==> src/rtl/regbank_arbiter.sv <==
// Round-robin arbiter that sequences port A / port B accesses onto a bank of register cells.
// Each access walks ACCESS -> SETTLE -> DONE, giving at most one access every four cycles.
module regbank_arbiter #(
  parameter int DW    = 8,
  parameter int NREGS = 4,
  parameter int AW    = 2
) (
  input  logic             clk,
  input  logic             rst,
  input  logic             a_req,
  input  logic             a_we,
  input  logic [AW-1:0]    a_addr,
  input  logic [DW-1:0]    a_wdata,
  output logic             a_gnt,
  output logic             a_done,
  output logic [DW-1:0]    a_rdata,
  input  logic             b_req,
  input  logic             b_we,
  input  logic [AW-1:0]    b_addr,
  input  logic [DW-1:0]    b_wdata,
  output logic             b_gnt,
  output logic             b_done,
  output logic [DW-1:0]    b_rdata,
  output logic [NREGS-1:0] reg_rs,
  output logic             reg_rw,
  output logic [DW-1:0]    reg_din,
  input  logic [DW-1:0]    reg_dout
);

  localparam logic [1:0] IDLE   = 2'd0;
  localparam logic [1:0] ACCESS = 2'd1;
  localparam logic [1:0] SETTLE = 2'd2;
  localparam logic [1:0] DONE   = 2'd3;

  logic [1:0]    state;
  logic          ptr;      // 0 = A has priority on a tie, 1 = B
  logic          op_port;  // 0 = A, 1 = B
  logic          op_we;
  logic          op_hit;   // address falls inside the bank
  logic          pick_b;
  logic          sel_we;
  logic [AW-1:0] sel_addr;
  logic [DW-1:0] sel_wdata;

  function automatic logic [NREGS-1:0] onehot(input logic [AW-1:0] addr);
    logic [NREGS-1:0] oh;
    oh = '0;
    for (int i = 0; i < NREGS; i++) begin
      if (addr == AW'(i)) oh[i] = 1'b1;
    end
    return oh;
  endfunction

  assign pick_b    = b_req & (~a_req | ptr);
  assign sel_we    = pick_b ? b_we    : a_we;
  assign sel_addr  = pick_b ? b_addr  : a_addr;
  assign sel_wdata = pick_b ? b_wdata : a_wdata;

  always_ff @(posedge clk) begin
    if (rst) begin
      state   <= IDLE;
      ptr     <= 1'b0;
      op_port <= 1'b0;
      op_we   <= 1'b0;
      op_hit  <= 1'b0;
      a_gnt   <= 1'b0;
      b_gnt   <= 1'b0;
      a_done  <= 1'b0;
      b_done  <= 1'b0;
      a_rdata <= '0;
      b_rdata <= '0;
      reg_rs  <= '0;
      reg_rw  <= 1'b0;
      reg_din <= '0;
    end else begin
      case (state)
        IDLE: begin
          if (a_req | b_req) begin
            op_port <= pick_b;
            op_we   <= sel_we;
            op_hit  <= |onehot(sel_addr);
            a_gnt   <= ~pick_b;
            b_gnt   <= pick_b;
            reg_rs  <= onehot(sel_addr);
            reg_rw  <= sel_we;
            reg_din <= sel_wdata;
            state   <= ACCESS;
          end
        end
        ACCESS: begin
          a_gnt  <= 1'b0;
          b_gnt  <= 1'b0;
          reg_rw <= 1'b0;
          state  <= SETTLE;
        end
        SETTLE: begin
          // Out-of-range reads return zero instead of whatever the external mux shows.
          if (!op_we) begin
            if (op_port) b_rdata <= op_hit ? reg_dout : '0;
            else         a_rdata <= op_hit ? reg_dout : '0;
          end
          reg_rs <= '0;
          a_done <= ~op_port;
          b_done <= op_port;
          state  <= DONE;
        end
        DONE: begin
          a_done <= 1'b0;
          b_done <= 1'b0;
          ptr    <= ~op_port;
          state  <= IDLE;
        end
        default: state <= IDLE;
      endcase
    end
  end

endmodule

==> config.mk <==
export PLATFORM = sky130hd
export DESIGN_NAME = regbank_arbiter
export DESIGN_NICKNAME = d
export VERILOG_FILES = /design/src/rtl/regbank_arbiter.sv
export SDC_FILE = /design/constraint.sdc
export NUM_CORES = 1
export LEC_CHECK = 0
export CAP_MARGIN = 20
export CORE_UTILIZATION = 43
export DETAILED_ROUTE_END_ITERATION = 12
export MAX_ROUTING_LAYER = met4
export PLACE_DENSITY = 0.82
export SYNTH_ARGS = -nofsm -noshare
export SYNTH_HDL_FRONTEND = slang
export SYNTH_SLANG_ARGS = --single-unit
==> constraint.sdc <==
create_clock -name clk -period 2.3 [get_ports clk]
set_clock_uncertainty 0.15 [all_clocks]
set_input_delay 0.23 -clock clk [delete_from_list [all_inputs] [get_ports clk]]
set_output_delay 0.23 -clock clk [all_outputs]
set_load 0.05 [all_outputs]
Yosys cells after proc, flatten, opt, wreduce, memory -nomap -nowiden
Cells that the tools add are included.
{"block": "word_totals", "ff_bits": 39, "output_inout_bits": 33, "wordCells": 71}
{"block": "op_classes", "eq_ne": 7, "mux": 32, "n_bitwise": 7, "reduce_logical": 11}
{"operator": "$mux 1", "n": 20}
{"operator": "$mux 8", "n": 2}
{"operator": "$pmux 1 s2", "n": 5}
{"operator": "$eq 2x2->1 const B", "n": 4}
{"operator": "$pmux 2 s4", "n": 1}
{"operator": "$pmux 4 s2", "n": 1}
{"operator": "$reduce_and 2->1", "n": 3}
{"operator": "$reduce_and 3->1", "n": 2}
{"operator": "$reduce_bool 2->1", "n": 3}
{"operator": "$eq 2x1->1 const B", "n": 2}
{"operator": "$logic_not 2->1", "n": 2}
{"operator": "$mux 2", "n": 2}
{"operator": "$mux 4", "n": 1}
{"operator": "$not 1->1", "n": 4}
{"operator": "$reduce_or 4->1", "n": 1}
{"operator": "$ne 2x2->1 const B", "n": 1}
{"operator": "$or 1x1->1", "n": 2}
{"operator": "$and 1x1->1", "n": 1}

Logic depth before layout (Yosys ltp)
Gate-level depths: netlist of the first run.
{"block": "depth", "depth_word": 10, "depth_mapped": 8, "mapped_depth_nobuf": 7}

Worst setup path after synthesis of the first run
No wires, ideal clock.
{"block": "synth_timing", "kind": "reg-to-reg", "start": "reg ptr", "end": "reg op_hit", "setup_time_ns": 0.133, "t_arrival_ns": 1.423, "required_time_ns": 2.017, "path_slack_ns": 0.595, "stages_incl_launch_ff": 8, "path_cell_list": "dfxtp_1 -> nand2b_2 -> and2_4 -> mux2i_1 -> inv_1 -> ha_1 -> nor3_1 -> nor3_1"}
{"block": "synth_via", "elab_chain_cells": 9}
{"element": "start: declaration", "line": "36", "text": "logic ptr;"}
{"element": "start signal: assignment", "line": "110", "text": "ptr <= ~op_port;"}
{"element": "$or 1x1->1 (*)", "line": "54", "text": "assign pick_b = b_req & (~a_req | ptr);"}
{"element": "$and 1x1->1 (*)", "line": "54"}
{"element": "$mux 2 (*)", "line": "56", "text": "assign sel_addr = pick_b ? b_addr : a_addr;"}
{"element": "$eq 2x1->1 (tied with other cells)", "line": "49", "text": "if (addr == AW'(i)) oh[i] = 1'b1;"}
{"element": "$mux 1", "line": "49"}
{"element": "$mux 1", "line": "78", "text": "if (a_req | b_req) begin"}
{"element": "$mux 1", "line": "76", "text": "case (state)"}
{"element": "$mux 1", "line": "60", "text": "if (rst) begin"}
{"element": "$reduce_or 4->1 (*)", "line": "81", "text": "op_hit <= |onehot(sel_addr);"}
{"element": "end signal: assignment", "line": "81"}
{"element": "end: declaration", "line": "39", "text": "logic op_hit;"}
Mark *: on every way between the ends. The rest lies on a longest branch, timed or not. The select of a mux whose other input is x is not followed.
A chain may end at the register's enable or synchronous reset.

Worst setup path after layout of the first run
{"block": "layout_timing", "start": "in b_req", "end": "reg op_hit"}
{"block": "layout_via", "elab_chain_cells": 8}
{"element": "start: declaration", "line": "17", "text": "input logic b_req,"}
{"element": "$and 1x1->1", "line": "54"}
{"element": "$mux 2", "line": "56"}
{"element": "$eq 2x1->1 (tied with other cells)", "line": "49"}
{"element": "$mux 1", "line": "49"}
{"element": "$mux 1", "line": "78"}
{"element": "$mux 1", "line": "76"}
{"element": "$mux 1", "line": "60"}
{"element": "$reduce_or 4->1", "line": "81"}
Several ways; a longest one is shown, not always the timed one. The select of a mux whose other input is x is not followed.

==> impl_results.md, run 1 <==
- TNS Setup: 0 ns
- Final hold violations: 0
- Number of enable flip-flop cells after synthesis: 0
- Antenna cells: 0
- GR Util All Layers: between 20 and 25%
- Maximum vdd drop: a little over 0.0006 V
- WP depth: 7
- GRT busiest layer: met2
- Power per Cell Area: roughly 950 nW/um^2
- Family with the most delay on the worst path: buffers and inverters
- Global-route wire length before repair: approximately 7000 um
- Relative slew margins: 65.5%
- Vias in the first global route: 1562
- Setup violations, final: 0
- # DRC: 0
- WL/cell: around 13 um
- Die ar.: approximately 4200 sq um
- H-tree Lvls: 2
- P&R area growth vs syn: 44.6%
- CP Max Fanout: 5
- Top FF cell, synth: dfxtp_1
- Clock transition at the registers of the reported paths: around 0.07 ns
- TritonCTS buffer count: 5
- CTS Buffer Depth: 2
- Final Max Tran Viols: 0
- Distinct cells, synth: 33
- Hold Path Stages: 2
- Share of layout cells above drive strength 1: between 7 and 8%
- Core Box Area: ~3700 sq um
- PostCTS Resize Cnt: 0
- Met3 Use GR: approximately 6.5%
- Vias/cell: 5.17
- Proportion of synthesized flip-flops having asynchronous set or reset: 0%
- Max Fclk: between 0.5 and 0.6 GHz
- Critical-path cell list: clkdlybuf4s50_1 -> and2_4 -> mux2i_1 -> inv_1 -> ha_1 -> nor3_1 -> nor3_1
- CP endpoint kind: flop
- Leak Pwr: ~0.9 nW
- CTS tree: done
- Tightest Pin Transition: 0.516 ns
- Minimum clock period: between 1.5 and 2 ns
- FP Rows: 22
- Worst Setup Start Kind: input pin
- Drt first-iter violations: 112
- Max cap viols: 0
- Met1 usage: a little under a quarter
- Avg Cell Area, Syn: 8.69 sq um
- Syn. warnings: 0
- Max incr delay on CP: about 0.60 ns
- Critical Path AT: slightly below 2 ns
- Vias: between 1500 and 2000
- Worst-Skew Late Latency: roughly 0.29 ns
- Design Power: roughly 2.4 mW
- # hold bufs at CTS: 0
- WP buf/inv: 2
- Worst hold-check path type: flop to flop
- #FFs+latches synth: 39
- Slowest CP cell: clkdlybuf4s50_1
- Mapped Cells: approximately 200
- Routing usage on met2: about two fifths
- Nets: approximately 300
- Routed WL: approximately 4000 um
- I/O Pins: 67
- Sequential element share of the synthesized area: 45.8%
- Congestion Overflow GR: 0
- Die Ht: between 60 and 70 um
- Synthesized Nets: approximately 240
- Final cell utilization of the core: 65.8%
- CP dominant cell by count: nor3_1
- CP Class: input pin to flop
- Postcts setup bufs: 0
- Cell area after synthesis: 1700 sq um
- Largest net degree at the start of global routing: 40
- RSZ-0062 raised after global routing: false
- R2R depth: 7
- CTS Root Cell: clkbuf_8
- CTS sink cnt: 39
- Die width: approximately 65 um
- Final ANT Viol Nets: 0
- Effective utilization at floorplan: between 40% and 50%
- IO buf count: 66
- Worst EP required: about 2.3 ns
- Final Wtd Congestion: 0.728
- Part of the cycle the worst path needs: approximately 85%
- Status: finished, final reports clean
- DRT Pass-1 Iters: 4
- DP HPWL: just under 3000 um
- Initial antenna violation count: 0
-- cells in the mapped netlist (4+ instances only) --
cell / n / area [sq um]
a21oi_1: 20 / 100
a22oi_1: 6 / 45.0
a311oi_1: 7 / 61.3
clkbuf_1: 5 / 18.8
dfxtp_1: 39 / 781
ha_1: 7 / 87.6
inv_1: 4 / 15.0
mux2i_1: 4 / 40.0
nand2_1: 36 / 135
nand3_1: 18 / 90.1
nor2_1: 17 / 63.8
nor3_1: 4 / 20.0
o21ai_0: 4 / 20.0
-- cells in the final DEF, fill, tap and decap left out --
cell type        instances
clkdlybuf4s50_1         66
dfxtp_1                 39
nand2_1                 36
a21oi_1                 20
nand3_1                 18
nor2_1                  17
a311oi_1                 7
ha_1                     7
a22oi_1                  6
clkbuf_8                 5
inv_1                    4
mux2i_1                  4
o21ai_0                  4
nor3_1                   4
buf_4                    4
nand3b_1                 2
nor2_2                   2
a32oi_1                  2
nand2b_1                 2
clkbuf_1                 2
nand2b_2                 1
and2_4                   1
nand2_4                  1
mux2_4                   1
inv_2                    1
nor3b_2                  1
nor3b_4                  1
nor2b_2                  1
a311oi_2                 1
nor2b_1                  1
a21boi_0                 1
clkinv_2                 1
-- cell type report --
class	instances	area, sq um
Fill cell	352	1280
Multi-Input combinational cell	141	833
Sequential cell	39	781
Timing Repair Buffer	70	691
Clock buffer	7	76.3
Tap cell	48	60.1
Inverter	5	18.8
Clock inverter	1	5.00
-- metal layers --
metal	vias up	share of wire [%]
li1	813	-
met1	737	42
met2	50	51
met3	7	5.3
met4	0	1.9
met5	-	0
-- where the power goes --
| part | leakage (nW) | switching, mW | internal, mW |
|---|---|---|---|
| Combinational | 0.535 | 0.644 | 0.386 |
| Clock | 0.0422 | 0.228 | 0.213 |
| Sequential | 0.318 | 0.0936 | 0.788 |
| Total | 0.895 | 0.965 | 1.39 |
-- sequential cells by signal, indices dropped and copies added, names as in the netlist --
name     flops
a_done       1
a_gnt        1
a_rdata      8
b_done       1
b_gnt        1
b_rdata      8
op_hit       1
op_port      1
op_we        1
ptr          1
reg_din      8
reg_rs       4
reg_rw       1
state        2
-- logic make-up (layout without fill, tap and decap cells) --
family | Yosys count | in the layout | share of synthesized area (%)
and+or+nand+nor | 88 | 88 | 24.9
AOI/OAI and AO/OA | 41 | 41 | 15.6
DFF | 39 | 39 | 45.8
buffers and inverters | 16 | 83 | 5.29
adders and majority gates | 7 | 7 | 5.14
muxes | 5 | 5 | 3.23
-- worst register-to-register path: stages, from the launching register on --
cell and delay, ns:
dfxtp_1 0.39, nand2b_2 0.17, and2_4 0.15, mux2i_1 0.28, inv_1 0.10, ha_1 0.29
nor3_1 0.18, nor3_1 0.07
-- final timing paths --
check,startpoint,to,slack [ns]
setup / recovery,b_req,op_hit,0.35
hold / removal,b_rdata[5],b_rdata[5],0.30
setup reg to reg,ptr,op_hit,0.38
hold reg to reg,b_rdata[5],b_rdata[5],0.30
-- per-stage QoR --
stage          cell area, sq um  hold slack [ns]  setup WS [ns]  cells
2_1_floorplan              1700            0.239          0.595    196
3_3_place_gp               2380            0.293          0.149    303
3_5_place_dp               2380            0.298         0.0781    303
4_1_cts                    2460            0.308          0.353    311
5_1_grt                    2460            0.328          0.248    311
6_report                   2460            0.304          0.350    311
Note: power is estimated with default switching activity, not from simulation.
==> run 2, diff against run 1 <==
- CORE_UTILIZATION: 43 -> 39
- PLACE_DENSITY: 0.82 -> 0.79
- clock period: 2.3 -> 1.63 ns (I/O delays scaled with it)
==> impl_results.md, run 2 (synthesis gave the netlist of run 1 again) <==
- Status: finished with violations
- Violated checks: negative setup slack
- Part of the cycle the worst path needs: 101%
- Die width: between 60 and 70 um
- Final hold violations: 0
- Final Wtd Congestion: between 0.7 and 0.8
- Largest net degree at the start of global routing: 22
- Core Box Area: 4090 sq um
- Nets: between 300 and 400
- TNS Setup: -0.0211 ns
- Worst Setup Start Kind: flop
- Initial antenna violation count: 0
- CP Max Fanout: 2
- Worst r2r src: ptr
- Max Fclk: between 0.6 and 0.7 GHz
- Effective utilization at floorplan: between 40% and 50%
- Most common cell after layout, fill and taps aside: buf_4
- Setup violations, final: 1
- CTS sink cnt: 39
- Clock transition at the registers of the reported paths: 0.08 ns
- Critical Path AT: approximately 1.7 ns
- Worst EP required: between 1.5 and 2 ns
- Final Max Tran Viols: 0
- TritonCTS buffer count: 5
- Biggest regs: a_rdata (8), b_rdata (8), reg_din (8)
- Final cell utilization of the core: between 60 and 70%
- DRT Pass-1 Iters: 4
- Worst-Skew Late Latency: 0.29 ns
- DP HPWL: roughly 3000 um
- Final ANT Viol Nets: 0
- Setup ws final: -0.0211 ns
- Minimum clock period: 1.65 ns
- Most frequent cells in the layout: buf_4, dfxtp_1, nand2_1
- R2R depth: 7
- Relative slew margins: between 60% and 70%
- CP Class: flop to flop
- Antenna cells: 0
- Leak Pwr: around 1.1 nW
- Reg2reg setup slack: -0.02 ns
- Drt first-iter violations: between 90 and 100
- Global-route wire length before repair: 6610 um
- Power per Cell Area: 1410 nW/um^2
- R2r endpoint: op_hit
- IO buf count: 66
- FP Rows: 23
- Share of layout cells above drive strength 1: approximately 29%
- Fillers: about 360
- Pre-CTS setup slack: -0.451 ns
- Maximum vdd drop: about 0.00086 V
- Vias in the first global route: about 1500
- P&R area growth vs syn: 53.6%
- Die Ht: 68.1 um
- Routed WL: approximately 4300 um
- CTS Buffer Depth: 2
- Hold path endpoint: reg_din[2]
- Worst hold-check path type: input pin to flop
- # hold bufs at CTS: 0
- CTS Root Cell: clkbuf_8
- H-tree Lvls: 2
- Hold Path Stages: 3
- Vias: between 1500 and 2000
- CTS tree: done
- I/O Pins: between 60 and 70
- Vias/cell: approximately 5.1
- Design Power: approximately 3.7 mW
- Tightest Pin Transition: around 0.53 ns
- # DRC: 0
- Congestion Overflow GR: 0
- RSZ-0062 raised after global routing: true
- GR Util All Layers: about a fifth
- Die ar.: between 4000 and 5000 sq um
- Max cap viols: 0
- Hold_sp: b_wdata[2]
- WL/cell: between 10 and 15 um
- CP endpoint kind: flop
## run 2: cell types whose count changed in the layout (fill, tap and decap cells not counted), sizes merged
cell           change
buf               +50
bufinv             +1
clkbuf             -2
clkdlybuf4s50     -35
clkinv             +1
dlygate4sd2        +2
## run 2: where the power goes
group / switching (mW) / total, mW / leakage, nW / internal, mW
Clock: 0.352 / 0.808 / 0.0581 / 0.456
Combinational: 0.977 / 1.65 / 0.692 / 0.671
Sequential: 0.129 / 1.24 / 0.319 / 1.11
Total: 1.46 / 3.70 / 1.07 / 2.24
## run 2: stage by stage
| stage | hold WS [ns] | cells | cell area, sq um |
|---|---|---|---|
| 3_5_place_dp | 0.303 | 318 | 2420 |
| 3_3_place_gp | 0.293 | 318 | 2420 |
| 5_1_grt | 0.292 | 330 | 2620 |
| 4_1_cts | 0.279 | 329 | 2560 |
| 6_report | 0.285 | 330 | 2620 |
| 2_1_floorplan | 0.172 | 196 | 1710 |
## run 2: critical path, stage by stage, from the launching register on
cell and delay [ns]:
dfxtp_2 0.33, nand2b_4 0.13, and2_4 0.15, mux2i_2 0.24
inv_2 0.10, ha_4 0.23, nor3_4 0.16, nor3_1 0.05
## run 2: area by class of cell
type | instances | area (sq um) | area share, %
Inverter | 5 | 21.3 | 0.813
Clock buffer | 5 | 68.8 | 2.63
Multi-Input combinational cell | 141 | 893 | 34.1
Clock inverter | 3 | 43.8 | 1.67
Timing Repair Buffer | 87 | 746 | 28.5
Tap cell | 50 | 62.6 | 2.39
Sequential cell | 39 | 782 | 29.9
## run 2: worst max-delay path by stage
stage | startpoint | endpoint | slack, ns | cells past startpoint
6_report | ptr | op_hit | -0.02 | 7
5_1_grt | ptr | op_hit | -0.07 | 7
4_1_cts | ptr | op_hit | -0.04 | 7
3_5_place_dp | a_req | op_hit | -0.45 | 8
3_3_place_gp | a_req | op_hit | -0.40 | 8
2_1_floorplan | ptr | op_hit | -0.02 | 7
## run 2: repair_timing
item	in CTS	in global routing
pin swaps	1	2
resized for setup	4	9
buffers inserted	3	1
setup endpoints to repair	13	29
## run 2: layer usage
| metal | up-vias | track usage [%] | part of all wire (%) |
|---|---|---|---|
| met2 | 43 | 31.9 | 49 |
| met4 | 0 | 9.64 | 2.1 |
| met3 | 10 | 4.00 | 4.8 |
| met1 | 775 | 22.7 | 45 |
| li1 | 844 | - | - |
| met5 | - | - | 0 |
==> run 3, diff against run 2 <==
- PLACE_DENSITY: 0.79 -> 0.76
==> impl_results.md, run 3 (synthesis gave the netlist of run 1 again) <==
- Status: finished with violations
- Violated checks: negative setup slack
- Share of layout cells above drive strength 1: around 30%
- Vias: around 1700
- Reg area: just under 800 sq um
- Biggest regs: a_rdata (8), b_rdata (8), reg_din (8)
- Nets: approximately 320
- Slowest CP cell: dfxtp_2
- Critical-path cell list: nand2b_4 -> and2_4 -> mux2i_4 -> inv_2 -> ha_4 -> nor3_2 -> nor3_1
- Worst Setup Start Kind: flop
- Largest net degree at the start of global routing: 40
- Max Fclk: around 0.6 GHz
- Relative slew margins: roughly 64%
- Multi-input gate area: 921 sq um
- CP endpoint kind: flop
- Routed WL: 4410 um
- Core Box Area: 4090 sq um
- Effective utilization at floorplan: 41.7%
- Die ar.: roughly 4600 sq um
- WP buf/inv: 1
- Final Wtd Congestion: about 0.80
- Vias/cell: a little over 5
- Leak Pwr: around 1.1 nW
- Most common cell after layout, fill and taps aside: buf_4
- Setup ws final: -0.0376 ns
- DRT Pass-1 Iters: 4
- Hold_sp: b_wdata[5]
- DP HPWL: a little over 3000 um
- Fillers: roughly 370
- Antenna cells: 0
- Worst hold margin: between 0.2 and 0.3 ns
- Hold Path Stages: 3
- Max cap viols: 0
- Tightest Pin Transition: about 0.54 ns
- Final ANT Viol Nets: 0
- CP startpoint: ptr
- Die width: between 60 and 70 um
- # DRC: 0
- CP Class: flop to flop
- CTS tree: done
- Most frequent cells in the layout: buf_4, dfxtp_1, nand2_1
- Minimum clock period: roughly 1.7 ns
- WL/cell: around 13 um
- Final Max Tran Viols: 0
- P&R area growth vs syn: 53.7%
- TritonCTS buffer count: 5
- Setup violations, final: 1
- Family with the most delay on the worst path: simple AND/OR/NAND/NOR gates
- RSZ-0062 raised after global routing: true
- Worst EP required: approximately 1.7 ns
- WP depth: 7
- Worst r2r src: ptr
- Initial antenna violation count: 0
- CTS sink cnt: 39
- CTS Root Cell: clkbuf_8
- GR Util All Layers: ~20%
- Max incr delay on CP: between 0.3 and 0.4 ns
- H-tree Lvls: 2
- Worst hold-check path type: input pin to flop
- Congestion Overflow GR: 0
- Critical Path AT: between 1.5 and 2 ns
- Maximum vdd drop: approximately 0.00075 V
- Final hold violations: 0
- I/O Pins: 67
- Vias in the first global route: 1594
- FP Rows: 23
- IO buf count: 66
- Pre-CTS setup slack: -0.428 ns
- CTS Buffer Depth: 2
- Power per Cell Area: 1360 nW/um^2
- CP Max Fanout: 2
- Clock transition at the registers of the reported paths: ~0.070 ns
- Worst-Skew Late Latency: between 0.2 and 0.3 ns
- Drt first-iter violations: 92
- Global-route wire length before repair: about 6900 um
- Die Ht: about 68 um
- # hold bufs at CTS: 0
- Part of the cycle the worst path needs: 102%
- R2R depth: 7
==> run 3: cell types whose count changed in the layout (fill, tap and decap cells not counted), moves of 2 or more <==
cell and delta:
dlygate4sd2_1 -2, buf_4 -3, a22oi_1 -2, a22oi_2 +2
==> run 3: stage by stage <==
stage / setup TNS, ns / power (mW) / instance area, sq um / cells / util, %
global route: -0.321 / 3.79 / 2620 / 327 / 64.1
CTS: -0.0427 / 3.50 / 2580 / 327 / 63.1
floorplan: -0.0249 / 2.32 / 1710 / 196 / -
finish: -0.0376 / 3.57 / 2620 / 327 / 64.1
global placement: -1.97 / 2.79 / 2430 / 317 / 59.4
detailed placement: -2.53 / 2.80 / 2430 / 317 / 59.4
==> run 3: worst register-to-register path: stages (launching register included) <==
cell,delay [ns]
dfxtp_2,0.33
nand2b_4,0.13
and2_4,0.17
mux2i_4,0.24
inv_2,0.09
ha_4,0.22
nor3_2,0.16
nor3_1,0.06
==> run 3: where the power goes <==
group | switching, mW | internal, mW
clock network | 0.328 | 0.332
registers | 0.136 | 1.11
logic | 0.986 | 0.676
==> run 3: final cells by class <==
type,instances,share of cell area [%]
sequential,39,29.8
tap,50,2.39
inverter,5,0.716
multi-input combinational,141,35.1
timing repair buffer,85,28.6
clock buffer,6,3.15
clock inverter,1,0.191
==> run 3: per-layer routing <==
layer,track usage [%],share of wire [%],up-vias
met5,-,0,-
met2,34.3,49,54
met4,7.81,2.0,0
met1,23.1,42,788
met3,6.00,6.5,9
li1,-,-,836
==> run 3: timing repair <==
item                       CTS  global route
buffers inserted             3             0
pin swaps                    1             1
setup endpoints to repair   14            32
resized for setup            6            11
==> run 3: final timing paths <==
| check | slack [ns] | to |
|---|---|---|
| hold reg to reg | 0.31 | b_rdata[1] |
| hold / removal | 0.29 | reg_din[5] |
| setup reg to reg | -0.04 | op_hit |
| setup / recovery | -0.04 | op_hit |
==> RTL edit (settings of run 2) <==
Change the parameter `AW` from 2 to 4.
--- a/src/rtl/regbank_arbiter.sv
+++ b/src/rtl/regbank_arbiter.sv
@@ -4,5 +4,5 @@
   parameter int DW    = 8,
   parameter int NREGS = 4,
-  parameter int AW    = 2
+  parameter int AW    = 4
 ) (
   input  logic             clk,
Ports: changed (resized a_addr and b_addr); port bits go from 67 to 71. No check against the original RTL was run, so the function may have changed too.
==> RTL edit against run 2 <==
Sequential cell count did not move; design area up 4.2%; clock power shrank 19%; total power down 6.8%; die area increased by 4.6%; area after synthesis is 4.8% higher; count of clock-buffer cells in the layout increased by 1; setup slack gained 63 ps; first-iteration DRC count down 21%; routed wire length increased by 15%; critical path type unchanged.
==> RTL edit: results (changes against run 2) <==
- Slew HR: 75.8% (+11 points)
- Adder-cell share of the synthesized area: 3.50% (-1.6 points)
- Leakage Power: 0.00108 uW (+1.4%)
- DP HPWL: 3610 um (+21%)
- Clock net power: 655 uW (-19%)
- Worst Path Arrival: 1650 ps (-30 ps)
- Total power: 3440 uW (-6.8%)
- Peak VDD IR: 0.816 mV (-4.6%)
- CP peak stage delay: 410 ps (+80 ps)
- First-pass GRT wire length: 8090 um (+22%)
- Top cells by area, synth: dfxtp_1 (44%), nand3_1 (7.0%), nand2_1 (6.1%)
- Distinct cells, synth: 36 (+9.1%)
- Status: finished, final reports clean
- Net Sw Frac: 40.1% (+0.68 points)
- RePlAce Congestion: 0.810 (+1.5%)
- Synth Area in Compound Gates: 19.0% (+3.4 points)
- Initial DRC count: 75 (-21%)
- Clock buffer count from CTS: 5 (unchanged)
- Vias in the first global route: 1770 (+16%)
- Comb pwr: 1600 uW (-3%)
- Routed WL per cell: 14.0 um (+8.7%)
- PortBufs: 70 (+6.1%)
- Setup bufs post-CTS: 0 (-3)
- Final nets: 340 (+6.3%)
- Non-filler cells in the finished layout: 350 (+6.1%)
- Critical path's slowest cell: dfxtp_1
- Top cell family by delay on the critical path: compound AO/OA/AOI/OAI gates
- Final core utilization: 62.2% (-1.9 points)
- Synth Net Count: 250 (+5.5%)
- Post-synthesis mux area share: 2.45% (-0.78 points)
- Largest net degree at the start of global routing: 27 (+23%)
- Clock transition at path regs: 80 ps (about the same)
- Most frequent cells after synthesis: dfxtp_1 (39), nand2_1 (29), nand3_1 (25)
- Gr usage total: 21.4% (+1.8 points)
- Sequential share of the synthesized area: 43.7% (-2.1 points)
- Avg Inst Size Synth: 8.63 um2 (-0.80%)
- Layout cell share with drive strength beyond 1: 26.8% (-2.4 points)
- Max FO, Critical Path: 10 (+8)
- Dpl cell area: 2610 um2 (+7.8%)
==> RTL edit: area by class of cell <==
type / instances / area [um2]
sequential: 39 / 781
multi-input combinational: 148 / 931
clock buffer: 6 / 72.6
fill: 395 / 1660
inverter: 7 / 26.3
clock inverter: 2 / 12.5
tap: 52 / 65.1
timing repair buffer: 96 / 838
==> RTL edit: metal layers <==
layer	wire length [um]	GRT usage [%]	up-vias
met5	0	-	-
met4	61	7.33	0
met3	265	5.81	5
met2	2400	35.3	54
met1	2180	25.1	866
li1	-	-	928
==> RTL edit: path summary, 6_finish.rpt <==
check,depth (start not counted),from,slack [ps],end
setup / recovery,5,ptr$_SDFFE_PP0P_,40,reg_rs[2]$_SDFFE_PP0P_
hold / removal,3,a_wdata[7],290,reg_din[7]$_SDFFE_PP0P_
setup reg to reg,5,ptr$_SDFFE_PP0P_,40,reg_rs[2]$_SDFFE_PP0P_
hold reg to reg,2,a_rdata[7]$_SDFFE_PP0P_,310,a_rdata[7]$_SDFFE_PP0P_
